<file path="src/rtl/memory_arbiter.sv">
// memory_arbiter
//   Shares one line-granular main memory between the instruction cache (reads only)
//   and the data cache (reads and writes). Only one access is in flight at a time.
//   Round-robin arbitration applies when both caches request at once. A fixed latency
//   models slow DRAM.
//   Each access walks IDLE -> ACCESS -> WAIT (MEM_LATENCY cycles) -> RESPOND -> IDLE.
//
// Ports
//   clk, rst              clock (posedge), asynchronous active-high reset
//   ic_req/ic_addr        icache line-read request, held until ic_ack
//   ic_data/ic_ack        returned line, valid during the one-cycle ic_ack pulse
//   dc_req/dc_we/dc_addr  dcache request (dc_we=1 line write), held until dc_ack
//   dc_wdata              dcache write line
//   dc_rdata/dc_ack       returned line, valid during the one-cycle dc_ack pulse
//   mem_we/mem_re         memory write/read enables, high only in the ACCESS cycle
//   mem_addr/mem_wdata    line-aligned address and write line toward memory
//   mem_rdata             memory read data, registered inside the memory
module memory_arbiter #(
  parameter int ADDRESS_SIZE    = 12,
  parameter int CACHE_LINE_SIZE = 128,
  parameter int MEM_LATENCY     = 4
) (
  input  logic                       clk,
  input  logic                       rst,
  input  logic                       ic_req,
  input  logic [ADDRESS_SIZE-1:0]    ic_addr,
  output logic [CACHE_LINE_SIZE-1:0] ic_data,
  output logic                       ic_ack,
  input  logic                       dc_req,
  input  logic                       dc_we,
  input  logic [ADDRESS_SIZE-1:0]    dc_addr,
  input  logic [CACHE_LINE_SIZE-1:0] dc_wdata,
  output logic [CACHE_LINE_SIZE-1:0] dc_rdata,
  output logic                       dc_ack,
  output logic                       mem_we,
  output logic                       mem_re,
  output logic [ADDRESS_SIZE-1:0]    mem_addr,
  output logic [CACHE_LINE_SIZE-1:0] mem_wdata,
  input  logic [CACHE_LINE_SIZE-1:0] mem_rdata
);

  localparam int         OFFSET   = $clog2(CACHE_LINE_SIZE / 8);
  localparam int         LA_W     = ADDRESS_SIZE - OFFSET;
  localparam logic       ID_IC    = 1'b0;
  localparam logic       ID_DC    = 1'b1;
  localparam logic [3:0] CNT_LOAD = 4'(MEM_LATENCY - 1);

  typedef enum logic [1:0] {
    S_IDLE,
    S_ACCESS,
    S_WAIT,
    S_RESPOND
  } state_t;

  state_t                     r_state;
  state_t                     w_state_next;
  logic                       r_id;
  logic                       r_last_grant;
  logic                       r_we;
  logic [LA_W-1:0]            r_line_addr;
  logic [CACHE_LINE_SIZE-1:0] r_wdata;
  logic [CACHE_LINE_SIZE-1:0] r_line;
  logic [3:0]                 r_cnt;
  logic                       w_grant;
  logic                       w_grant_id;
  logic                       w_unused_offset_bits;

  // Byte-offset bits never reach memory; only whole lines are transferred.
  assign w_unused_offset_bits = ^{ic_addr[OFFSET-1:0], dc_addr[OFFSET-1:0]};

  always_ff @(posedge clk or posedge rst) begin
    if (rst) begin
      r_state <= S_IDLE;
    end else begin
      r_state <= w_state_next;
    end
  end

  always_comb begin
    w_state_next = r_state;
    w_grant      = 1'b0;
    w_grant_id   = ID_DC;
    mem_we       = 1'b0;
    mem_re       = 1'b0;
    mem_addr     = '0;
    mem_wdata    = '0;
    ic_ack       = 1'b0;
    ic_data      = '0;
    dc_ack       = 1'b0;
    dc_rdata     = '0;
    case (r_state)
      S_IDLE: begin
        // On contention, the side that did not win last time gets the grant.
        if (ic_req && dc_req) begin
          w_grant    = 1'b1;
          w_grant_id = ~r_last_grant;
        end else if (ic_req) begin
          w_grant    = 1'b1;
          w_grant_id = ID_IC;
        end else if (dc_req) begin
          w_grant    = 1'b1;
          w_grant_id = ID_DC;
        end
        if (w_grant) begin
          w_state_next = S_ACCESS;
        end
      end
      S_ACCESS: begin
        mem_we       = r_we;
        mem_re       = ~r_we;
        mem_addr     = {r_line_addr, {OFFSET{1'b0}}};
        mem_wdata    = r_wdata;
        w_state_next = S_WAIT;
      end
      S_WAIT: begin
        if (r_cnt == 4'd0) begin
          w_state_next = S_RESPOND;
        end
      end
      S_RESPOND: begin
        if (r_id == ID_IC) begin
          ic_ack  = 1'b1;
          ic_data = r_line;
        end else begin
          dc_ack   = 1'b1;
          dc_rdata = r_we ? '0 : r_line;
        end
        w_state_next = S_IDLE;
      end
      default: w_state_next = S_IDLE;
    endcase
  end

  always_ff @(posedge clk or posedge rst) begin
    if (rst) begin
      r_id         <= ID_IC;
      r_last_grant <= ID_DC;
      r_we         <= 1'b0;
      r_line_addr  <= '0;
      r_wdata      <= '0;
      r_line       <= '0;
      r_cnt        <= 4'd0;
    end else begin
      case (r_state)
        S_IDLE: begin
          if (w_grant) begin
            r_id         <= w_grant_id;
            r_last_grant <= w_grant_id;
            if (w_grant_id == ID_DC) begin
              r_we        <= dc_we;
              r_line_addr <= dc_addr[ADDRESS_SIZE-1:OFFSET];
              r_wdata     <= dc_wdata;
            end else begin
              r_we        <= 1'b0;
              r_line_addr <= ic_addr[ADDRESS_SIZE-1:OFFSET];
              r_wdata     <= '0;
            end
          end
        end
        S_ACCESS: begin
          r_cnt <= CNT_LOAD;
        end
        S_WAIT: begin
          // The memory registers its output, so read data is valid in the first WAIT
          // cycle. That cycle is the only one where the counter still holds its load value.
          if ((r_cnt == CNT_LOAD) && !r_we) begin
            r_line <= mem_rdata;
          end
          if (r_cnt != 4'd0) begin
            r_cnt <= r_cnt - 4'd1;
          end
        end
        default: ;
      endcase
    end
  end

endmodule

</file>
<file path="config.mk">
export PLATFORM = sky130hd
export DESIGN_NAME = memory_arbiter
export DESIGN_NICKNAME = d
export VERILOG_FILES = /design/src/rtl/memory_arbiter.sv
export SDC_FILE = /design/constraint.sdc
export NUM_CORES = 1
export LEC_CHECK = 0
export ABC_AREA = 1
export CAP_MARGIN = 25
export CORE_AREA = 2 2 265 267
export DETAILED_ROUTE_END_ITERATION = 6
export DIE_AREA = 0 0 267 269
export PLACE_DENSITY_LB_ADDON = 0.2
export SLEW_MARGIN = 10
export SYNTH_ARGS = -nofsm -noshare
export SYNTH_HDL_FRONTEND = slang
export SYNTH_SLANG_ARGS = --single-unit
export TNS_END_PERCENT = 50
</file>
<file path="constraint.sdc">
create_clock -name clk -period 12.4 [get_ports clk]
set_clock_uncertainty 0.2 [all_clocks]
set_input_delay 2.48 -clock clk [delete_from_list [all_inputs] [get_ports clk]]
set_output_delay 2.48 -clock clk [all_outputs]
set_load 0.01 [all_outputs]
</file>
==> results of run 1 <==
-- worst max-delay path by stage --
stage	startpoint	to	slack, ps
floorplan	rst	r_cnt[0]$_DFFE_PP0P_	2200
global placement	dc_req	r_wdata[98]$_DFFE_PP0P_	6770
detailed placement	r_state[0]$_DFFE_PP0P_	dc_rdata[1]	6730
CTS	r_state[0]$_DFFE_PP0P_	dc_rdata[1]	6140
global route	r_state[1]$_DFFE_PP0P_	mem_wdata[86]	6020
finish	r_state[0]$_DFFE_PP0P_	dc_rdata[1]	6260
-- flip-flops by register name, summed over array words and instances (netlist names) --
name          flops
r_line          128
r_wdata         128
r_line_addr       8
r_cnt             4
r_state           2
r_id              1
r_last_grant      1
r_we              1
-- cell families (layout without fill, tap and decap cells) --
group / after synthesis / after routing / synth area share, %
AND/OR/NAND/NOR: 987 / 987 / 27.6
AO/OA/AOI/OAI: 134 / 134 / 4.95
XOR/XNOR: 1 / 1 / 0.0647
flip-flops: 273 / 273 / 50.5
buffers and inverters: 529 / 1176 / 16.2
adder cells (fa/ha/maj): 7 / 7 / 0.647
other: 1 / 5 / 0.0277
-- tightest hold or removal path, stage by stage (launching register included) --
cell,delay (ps)
dfrtp_1,340
nand2_1,50
nand2_1,50
-- cells in the final DEF, fill, tap and decap left out, types with 3 or more instances in the layout --
master           count
clkdlybuf4s50_1    672
ha_1                 6
clkbuf_1             7
dfrtp_1            272
o21ai_0             12
buf_4               11
inv_1              422
clkinv_2             7
clkbuf_16           37
inv_6                4
o21ai_1            120
buf_16               3
bufinv_16            3
conb_1               4
clkbuf_8             7
nand3_1             22
nand2_1            698
nor2_1             261
-- final cells by class --
cell class	instances	share of cell area (%)
Multi-Input combinational cell	1133	20.5
Clock buffer	51	4.70
Clock inverter	15	0.752
Antenna cell	1	0.0112
Inverter	424	7.17
Tap cell	940	5.27
Sequential cell	273	30.6
Timing Repair Buffer	686	30.9
-- routing by layer --
metal	part of all wire, %	vias up	wire [um]	GRT usage [%]
met5	0.086	-	45	0
met1	39	6113	20500	15.9
li1	-	6743	-	-
met4	1.9	8	1000	3.40
met3	10	71	5320	5.88
met2	48	466	25300	24.2
-- stage by stage --
step | area (sq um) | setup slack [ps] | power, mW | hold WS, ps | std cells
2_1_floorplan | 13600 | 2200 | 2.71 | 249 | 1935
3_3_place_gp | 21000 | 6770 | 3.65 | 263 | 3453
3_5_place_dp | 21000 | 6730 | 3.68 | 264 | 3453
4_1_cts | 22200 | 6140 | 4.82 | 281 | 3519
5_1_grt | 22300 | 6020 | 5.15 | 295 | 3523
6_report | 22300 | 6260 | 4.72 | 276 | 3523
-- report_power, final --
| group | internal, mW | switching [mW] |
|---|---|---|
| combinational | 0.898 | 1.19 |
| sequential | 1.32 | 0.230 |
| clock | 0.656 | 0.430 |
-- synthesized netlist by cell type, types with 2 or more instances --
master / n
or2_2: 2
buf_6: 8
inv_1: 423
buf_1: 3
buf_2: 61
dfrtp_1: 272
clkbuf_1: 13
ha_1: 7
buf_4: 20
o21ai_1: 121
nand3_1: 23
nand2_1: 699
nor2_1: 262
o21ai_0: 12
==> flow_summary.ini, run 1 <==
[worst_hold_path]
hp-start = r_wdata[122]$_DFFE_PP0P_
min_path_type = register to register
worstHoldEndpoint = r_wdata[122]$_DFFE_PP0P_
whs_path_depth = 2

[yosys]
syn_inst = 1932
ys_ff_latch = 273
synth_area_sq_um = 13500
synthArstFlopShare_pct = 100
synth.yosys.seq_area_share_pct = 50.5
synth_edf_count = 0
yosys_warnings = 0
synthDistinctLibCells = 20
synth_top_cell_area_share_pct = 50.3
yosys-top-cells-area = dfrtp_1 50%, nand2_1 19%, inv_1 12%, nor2_1 7.3%, o21ai_1 4.5%
syn_area_per_cell_sq_um = 7.01
synth_top_area_cell = dfrtp_1
synth-main-ff-cell = dfrtp_1

[timing]
fmax_ghz = 0.163
hold_viol_final = 0
finalCriticalPeriod_ps = 6140
setup-tns-final_ps = 0
setup_violations = 0
tightest_slew_ps = 1040
post-route-period-util_pct = 49.5
rsz0062_at_grt = no
slew_headroom_pct = 30.9
slew_viol_final = 0

[global_route]
grt_pass1_wl_mm = 77.8
antenna_found_initial = 7
grt_pass1_vias = 13095
grt_usage_pct = 14.0
grt_start_max_net_pins = 105
grt_overflow = 0

[clock_tree]
ctsResizeCount = 0
path_clk_slew_ps = 60
cts_hold_buffers = 0
cts.sinks = 273
insertion_delay_ps = 550
clk_path_buf_depth = 3
tritoncts = built
postCtsSetupRepairBufs = 0
numCtsBuffers = 37
htree_levels = 2
cts-root-buf = clkbuf_16

[finish]
final_util_pct = 32.2
multi_input_area_sq_um = 4580
nets = 2847
drive_gt1_share_pct = 3.18
fill_cells = 7435
syn_to_final_growth_pct = 64.6
register_area_sq_um = 6830

[die]
start_util_pct = 19.5
core_area_sq_um = 69300
rows = 97
die_area_sq_um = 71800
die_y_um = 269
top_level_ports = 685
fp.dieW_um = 267

[worst_setup_path]
required_ps = 9720
crit_family = buffers and inverters
reg2reg_setup_slack_ps = 9470
worstPathArrival_ps = 3460
path_depth = 6
timing.rr.start = r_state[0]$_DFFE_PP0P_
cp-end-kind = primary output
max_stage_delay_ps = 750
critPathMaxFanout = 85
path_buf_inv = 2
crit_type = register to primary output
reg2reg_depth = 9
worst_r2r_endpoint = r_wdata[71]$_DFFE_PP0P_
cp_slowest_cell = buf_4
critPathLaunchType = register
path_cells = ha_1 -> nand2_1 -> or2_4 -> buf_4 -> nor2_1 -> clkdlybuf4s50_1

[placement]
hpwl_mm = 38.4
io_buffers = 672
place.gp.congestion = 0.779

[pwr]
p_leak_nw = 11.8
powerDensity_nw_per_um2 = 212
vdd_drop_max_mv = 0.116

[detailed_routing]
via_count = 13401
drc = 0
wire_per_inst_um = 14.8
ant_nets = 0
viasPerCell = 3.80
drtIter0Drc = 662
dr.pass1.iters = 5
wl_mm = 52.2

[run]
timing.max_cap.violations = 0

[status]
outcome = completed
Note: power is estimated with default switching activity, not from simulation.
==> run 2, diff against run 1 <==
- clock period: 12.4 -> 6.3 ns (I/O delays scaled with it)
==> run 2 against run 1 <==
Net effect:
- register-to-register slack lost 5900 ps
- first-iteration DRC count shrank 5.6%
- largest power group unchanged
- critical path depth is the same
- flip-flop and latch count is the same
- combinational power grew 97%
- count of clock-buffer cells in the layout grew 3
- sequential power grew 97%
==> flow_summary.ini, run 2 (same netlist as run 1, synthesis figures left out) <==
[status]
outcome = completed

[global_route]
grt_overflow = 0
grt_use_met2_pct = 23.5
met3_usage_pct = 5.74
busiest_layer = met2
grt_start_max_net_pins = 221
grtUsageMet1_pct = 15.2
grt_pass1_vias = 12935
grt_pass1_wl_mm = 75.6
antenna_found_initial = 5
grt_usage_pct = 13.5

[worst_setup_path]
required_ps = 4840
crit_type = register to primary output
path_cells = ha_1 -> nand2_1 -> or2_4 -> buf_4 -> nor2_1 -> clkdlybuf4s50_1
critPathMaxFanout = 51
worstPathArrival_ps = 3100
cp-end-kind = primary output
max_stage_delay_ps = 560
critPathLaunchType = register
cp_slowest_cell = or2_4

[timing]
holdWs_ps = 276
setup_violations = 0
post-route-period-util_pct = 72.3
setup-tns-final_ps = 0
hold_viol_final = 0
slew_viol_final = 0
finalCriticalPeriod_ps = 4560
rsz0062_at_grt = no
slew_headroom_pct = 27.6
tightest_slew_ps = 1090
fmax_ghz = 0.219

[finish]
nets = 2843
reg_top3 = r_line: 128 flops, r_wdata: 128 flops, r_line_addr: 8 flops
instances_no_fill = 3511
register_area_sq_um = 6830
drive_gt1_share_pct = 2.61
fill_cells = 7331
syn_to_final_growth_pct = 63.6
multi_input_area_sq_um = 4580
final_cell_mix = 698 x nand2_1, 672 x clkdlybuf4s50_1, 422 x inv_1
final_common_cell = nand2_1

[detailed_routing]
via_count = 13302
viasPerCell = 3.79
drc = 0
drtIter0Drc = 625
dr.pass1.iters = 5
wire_per_inst_um = 14.4
ant_nets = 0
wl_mm = 50.5

[die]
rows = 97
die_area_sq_um = 71800
die_y_um = 269
start_util_pct = 19.5
fp.dieW_um = 267
core_area_sq_um = 69300
top_level_ports = 685

[placement]
hpwl_mm = 37.0
io_buffers = 672
dp_cells = 3453
place.gp.congestion = 0.778

[run]
timing.max_cap.violations = 0

[pwr]
swShare_pct = 39.2
switching_power_mw = 3.56
internal_power_mw = 5.53
vdd_drop_max_mv = 0.179
pwr-share-clk_pct = 21.3
combPwrFrac_pct = 45.0
powerDensity_nw_per_um2 = 410
power_frac_seq_pct = 33.7
p_leak_nw = 11.7

[clock_tree]
htree_levels = 2
path_clk_slew_ps = 60
postCtsSetupRepairBufs = 0
tritoncts = built
cts.sinks = 273
insertion_delay_ps = 530
cts_hold_buffers = 0
numCtsBuffers = 36
ctsResizeCount = 0
cts-root-buf = clkbuf_16
clk_path_buf_depth = 3

[worst_hold_path]
min_path_type = register to register
## run 2: area by class of cell
cell class / count / area share [%]
Multi-Input combinational cell: 1133 / 20.7
Tap cell: 940 / 5.31
Antenna cell: 1 / 0.0113
Inverter: 424 / 7.20
Timing Repair Buffer: 683 / 31.1
Clock inverter: 3 / 0.0903
Clock buffer: 54 / 4.78
Sequential cell: 273 / 30.8
## run 2: metal layers
| metal | up-vias | part of all wire (%) |
|---|---|---|
| met2 | 456 | 49 |
| met4 | 8 | 1.7 |
| met1 | 6073 | 39 |
| li1 | 6710 | - |
| met3 | 55 | 10 |
| met5 | - | 0.11 |
## run 2: power groups by stage
stage / logic (mW) / registers, mW / clock network [mW]
floorplan: 2.38 / 2.96 / 0
global placement: 4.14 / 3.06 / 0
detailed placement: 4.18 / 3.08 / 0
CTS: 4.19 / 3.07 / 2.03
global route: 4.63 / 3.17 / 2.10
finish: 4.10 / 3.06 / 1.94
## run 2: worst max-delay path: cells and delay by family (launching register included)
kind / cells / cell delay (ps)
fa+ha+maj: 1 / 270
buf+inv: 2 / 970
flops: 1 / 440
simple gates: 3 / 810
## run 2: path summary, 6_finish.rpt
kind / start / to / slack [ps] / cells past startpoint
worst max-delay path: r_state[0]$_DFFE_PP0P_ / dc_rdata[20] / 1740 / 6
min in group asynchronous: rst / r_line[6]$_DFFE_PP0P_ / 1040 / 3
worst max register to register: r_state[0]$_DFFE_PP0P_ / r_line[56]$_DFFE_PP0P_ / 3530 / 8
worst min-delay path: r_wdata[98]$_DFFE_PP0P_ / r_wdata[98]$_DFFE_PP0P_ / 280 / 2
worst min register to register: r_wdata[98]$_DFFE_PP0P_ / r_wdata[98]$_DFFE_PP0P_ / 280 / 2
max in group asynchronous: rst / r_line[73]$_DFFE_PP0P_ / 3910 / 3
## run 2: per-stage QoR
step           power, mW  setup WS [ps]  utilization, %  instance area [sq um]
2_1_floorplan       5.34           1230               -                  13600
3_3_place_gp        7.20           2300            30.4                  21100
3_5_place_dp        7.26           2260            30.4                  21100
4_1_cts             9.29           1650            32.0                  22200
5_1_grt             9.91           1500            32.0                  22200
6_report            9.10           1740            32.0                  22200
